**src/rtl/asyn_fifo_pkg.sv**
```systemverilog
// asyn_fifo shared definitions.
// Default geometry and Gray-code helper.
package asyn_fifo_pkg;

    localparam int DATA_W_DEF = 8;
    localparam int DEPTH_DEF  = 8;

    typedef logic [31:0] word_t;

    function automatic word_t bin2gray(input word_t b);
        return b ^ (b >> 1);
    endfunction

endpackage

```
**src/rtl/fifo_mem.sv**
```systemverilog
// asyn_fifo storage: DEPTH x DATA_W array,
// synchronous write, registered read port.
module fifo_mem
    import asyn_fifo_pkg::*;
#(
    parameter int DATA_W = DATA_W_DEF,
    parameter int DEPTH  = DEPTH_DEF,
    parameter int ADDR_W = $clog2(DEPTH)
) (
    input  logic              clk,
    input  logic              rst,
    input  logic              we,
    input  logic [ADDR_W-1:0] waddr,
    input  logic [DATA_W-1:0] wdata,
    input  logic              re,
    input  logic [ADDR_W-1:0] raddr,
    output logic [DATA_W-1:0] rdata
);

    logic [DATA_W-1:0] mem [DEPTH];

    // Array is deliberately not reset
    always_ff @(posedge clk) begin
        if (we)
            mem[waddr] <= wdata;
    end

    // Read-before-write: same-address write returns old data
    always_ff @(posedge clk or posedge rst) begin
        if (rst)
            rdata <= '0;
        else if (re)
            rdata <= mem[raddr];
    end

endmodule

```
**src/rtl/asyn_fifo.sv**
```systemverilog
// Single-clock FIFO with binary pointers and
// registered Gray copies driving full/empty.
module asyn_fifo
    import asyn_fifo_pkg::*;
#(
    parameter int DATA_W = DATA_W_DEF,
    parameter int DEPTH  = DEPTH_DEF,
    parameter int ADDR_W = $clog2(DEPTH)
) (
    output logic              full,
    output logic              empty,
    output logic [DATA_W-1:0] dout,
    input  logic [DATA_W-1:0] din,
    input  logic              wclk,
    input  logic              wrst,
    input  logic              wen,
    input  logic              ren
);

    localparam int PW = ADDR_W + 1;
    localparam logic [PW-1:0] FULL_X =
        PW'(3) << (ADDR_W - 1);

    logic [PW-1:0] wptr, rptr;
    logic [PW-1:0] wgray, rgray;
    logic [PW-1:0] wptr_n, rptr_n;
    logic          wr_ok, rd_ok;

    assign empty = (wgray == rgray);
    assign full  = ((wgray ^ rgray) == FULL_X);

    // A read while full frees the slot the write lands in
    assign rd_ok = ren && !empty;
    assign wr_ok = wen && (!full || ren);

    assign wptr_n = wptr + PW'(wr_ok);
    assign rptr_n = rptr + PW'(rd_ok);

    always_ff @(posedge wclk or posedge wrst) begin
        if (wrst) begin
            wptr  <= '0;
            rptr  <= '0;
            wgray <= '0;
            rgray <= '0;
        end else begin
            wptr  <= wptr_n;
            rptr  <= rptr_n;
            wgray <= PW'(bin2gray(word_t'(wptr_n)));
            rgray <= PW'(bin2gray(word_t'(rptr_n)));
        end
    end

    fifo_mem #(
        .DATA_W (DATA_W),
        .DEPTH  (DEPTH),
        .ADDR_W (ADDR_W)
    ) u_mem (
        .clk    (wclk),
        .rst    (wrst),
        .we     (wr_ok),
        .waddr  (wptr[ADDR_W-1:0]),
        .wdata  (din),
        .re     (rd_ok),
        .raddr  (rptr[ADDR_W-1:0]),
        .rdata  (dout)
    );

endmodule

```
**config.mk**
```make
export PLATFORM = sky130hd
export DESIGN_NAME = asyn_fifo
export DESIGN_NICKNAME = d
export VERILOG_FILES = /design/src/rtl/asyn_fifo_pkg.sv /design/src/rtl/fifo_mem.sv /design/src/rtl/asyn_fifo.sv
export SDC_FILE = /design/constraint.sdc
export NUM_CORES = 1
export LEC_CHECK = 0
export CORE_ASPECT_RATIO = 1.5
export CORE_UTILIZATION = 46
export CTS_BUF_LIST = sky130_fd_sc_hd__clkbuf_4 sky130_fd_sc_hd__clkbuf_8 sky130_fd_sc_hd__clkbuf_16
export DETAILED_ROUTE_END_ITERATION = 8
export HOLD_SLACK_MARGIN = 0.08
export SLEW_MARGIN = 10
export SYNTH_ARGS = -nofsm -noshare
export SYNTH_HDL_FRONTEND = slang
export SYNTH_SLANG_ARGS = --single-unit
```
**constraint.sdc**
```tcl
create_clock -name wclk -period 3.4 [get_ports wclk]
set_input_delay 0.85 -clock wclk [delete_from_list [all_inputs] [get_ports wclk]]
set_output_delay 0.85 -clock wclk [all_outputs]
set_load 0.01 [all_outputs]
```
==> impl_metrics.json <==
{
  "row_count": 38,
  "relSlewSlack_pct": 37.9,
  "rsz0062_at_grt": "false",
  "clock_skew_ns": 0.0101,
  "design.core.area_mm2": 0.00727,
  "clk_latency_ns": 0.35,
  "worst_pin_slew_ns": 0.930,
  "switchingPower_mw": 1.07,
  "cpPeakStageDelay_ns": 0.56,
  "syn_inst": 167,
  "yosys-top-cells-count": "edfxtp_1 (64), dfrtp_1 (22), mux2_2 (14), mux4_1 (10), xor2_1 (10)",
  "intPower_mw": 2.42,
  "wirelength_um": 6300,
  "clk_pin_slew_worst_paths_ns": 0.08,
  "ctsRootBufferMaster": "clkbuf_8",
  "worstSetupEndpointType": "primary output",
  "slowest_stage": "clkdlybuf4s50_1",
  "cts.sinks": 86,
  "overflow": 0,
  "initial_utilization_pct": 47.6,
  "seqPwrFrac_pct": 45.6,
  "worst-path-max-fanout": 10,
  "cts_setup_buffers": 0,
  "fin_area_mm2": 0.00407,
  "cts_made_buffers": 9,
  "synth_top_flop_cell": "edfxtp_1",
  "finalCriticalPeriod_ns": 2.87,
  "synth_edf_count": 64,
  "dpl_cell_area_mm2": 0.00387,
  "grt_pass1_vias": 1798,
  "fin_crit_sh_pct": 84.5,
  "area_growth_syn_to_layout_pct": 17.4,
  "finalNetCount": 221,
  "antenna_cells": 0,
  "hpwlAfterDp_um": 3960,
  "drtIter0Drc": 82,
  "yosysTopAreaCell": "edfxtp_1",
  "drv_slew": 0,
  "crit_family": "buffers and inverters",
  "cp.arrival_ns": 2.02,
  "cts_buffer_depth": 2,
  "vias": 1681,
  "syn_area_per_cell_um2": 20.7,
  "worstSetupPathType": "register to primary output",
  "nFillCells": 581,
  "dieArea_mm2": 0.00789,
  "yosysMostFrequentCell": "edfxtp_1",
  "io_buffers": 21,
  "powerDensity_mw_per_mm2": 859,
  "maxCapViolCount": 0,
  "p_leak_nw": 1.43,
  "cp_cell_sequence": "xor2_1, nor4_2, buf_4, clkdlybuf4s50_1",
  "cts_max_level": 3,
  "post-place-ws_ns": 0.513,
  "finalHoldViolations": 0,
  "die_y_um": 108,
  "final.setup.worst_slack_ns": 0.527,
  "clkPwrFrac_pct": 20.6,
  "pin_count": 22,
  "grt_first_pass_wirelength_um": 9600,
  "post_synth_num_cell_types": 25,
  "swShare_pct": 30.6,
  "yosys-top-cells-area": "edfxtp_1 (55%), dfrtp_1 (16%), mux4_1 (7.6%), mux2_2 (4.6%), mux4_2 (3.9%)",
  "synth_warnings": 0,
  "drive_gt1_share_pct": 27.1,
  "finalSetupViolCount": 0,
  "cp-start-kind": "register",
  "ys_seq_elements": 86,
  "grt_max_degree": 23,
  "syn_area_mm2": 0.00346,
  "syn_nets": 183,
  "ir_worst_vdd_v": 0.000495,
  "ant_nets": 0,
  "status": "complete, no violations",
  "max_freq_mhz": 348,
  "synth.top_cell.area_share_pct": 55.5,
  "p_total_mw": 3.49,
  "critPathBufInv": 2,
  "gp_congestion": 0.816,
  "cp_data_required_time_ns": 2.55,
  "tns_ns": 0,
  "combPwrFrac_pct": 33.8,
  "antenna_found_initial": 0,
  "worstHoldPathType": "register to register",
  "gr-usage-all-layers_pct": 18.2,
  "ys_seq_area_share_pct": 71.4,
  "viasPerCell": 5.42,
  "first_pass_iters": 4,
  "cts_tree": "yes",
  "wire_per_inst_um": 20.3,
  "synthArstFlopShare_pct": 25.6,
  "post_cts_resized": 0,
  "holdBufCountCts": 0,
  "die_w_um": 72.8,
  "remaining_drc_errors": 0,
  "fin_util_pct": 55.9
}
[path summary, 6_finish.rpt]
check                            endpoint  cells after the start  slack [ns]           start
max                                  full                      4        0.53        rgray[1]
min                        u_mem.rdata[5]                      1        0.51  u_mem.rdata[5]
max reg2reg                      wgray[1]                      8        1.26        rgray[1]
min reg2reg                u_mem.rdata[5]                      1        0.51  u_mem.rdata[5]
max in group asynchronous  u_mem.rdata[2]                      2        1.83            wrst
min in group asynchronous  u_mem.rdata[4]                      2        1.00            wrst
[power groups by stage]
stage | clock, mW | combinational (mW) | sequential (mW)
after CTS | 0.735 | 1.20 | 1.60
after floorplan | 0 | 0.869 | 1.55
final | 0.718 | 1.18 | 1.59
after detailed placement | 0 | 1.19 | 1.63
after global placement | 0 | 1.16 | 1.61
after global routing | 0.767 | 1.29 | 1.63
[registers in the layout, summed over array words and instances, names as in the netlist]
register	cells
wptr	3
wgray	4
rgray	4
rptr	3
u_mem.mem	64
u_mem.rdata	8
[final cells by class]
| class | count | area (um2) | area share [%] |
|---|---|---|---|
| Timing Repair Buffer | 32 | 293 | 7.20 |
| Multi-Input combinational cell | 72 | 962 | 23.7 |
| Clock inverter | 4 | 47.5 | 1.17 |
| Sequential cell | 86 | 2470 | 60.8 |
| Inverter | 4 | 15.0 | 0.369 |
| Tap cell | 100 | 125 | 3.08 |
| Clock buffer | 12 | 153 | 3.75 |
[per-stage QoR]
step,hold slack (ns),instances
after floorplan,0.503,167
after global placement,0.495,294
after detailed placement,0.496,294
after CTS,0.514,310
after global routing,0.533,310
final,0.514,310
[layout by cell type, fill, tap and decap left out, types with 3 or more instances in the layout]
| master | count |
|---|---|
| dfrtp_1 | 22 |
| inv_1 | 3 |
| xnor2_1 | 6 |
| clkbuf_8 | 10 |
| mux4_2 | 6 |
| xor2_1 | 10 |
| ha_1 | 4 |
| edfxtp_1 | 64 |
| buf_4 | 11 |
| a2111oi_2 | 6 |
| mux2_2 | 14 |
| mux4_1 | 10 |
| clkdlybuf4s50_1 | 21 |
[kinds of logic (layout without fill, tap and decap cells)]
| kind of cell | count (synthesis) | after routing | synth area share, % |
|---|---|---|---|
| AOI/OAI and AO/OA | 10 | 10 | 2.56 |
| xor gates and xnor gates | 16 | 16 | 4.05 |
| adders and majority gates | 4 | 4 | 1.45 |
| buffers and inverters | 9 | 52 | 1.91 |
| DFF | 86 | 86 | 71.4 |
| muxes | 32 | 32 | 16.9 |
| and+or+nand+nor | 10 | 10 | 1.73 |
[routing by layer]
metal | up-vias | wire length (um) | GRT usage [%]
met5 | - | 0 | 0
li1 | 753 | - | -
met2 | 37 | 3490 | 30.6
met3 | 17 | 153 | 2.98
met1 | 874 | 2420 | 21.6
met4 | 0 | 231 | 11.3
Note: power is estimated with default switching activity, not from simulation.
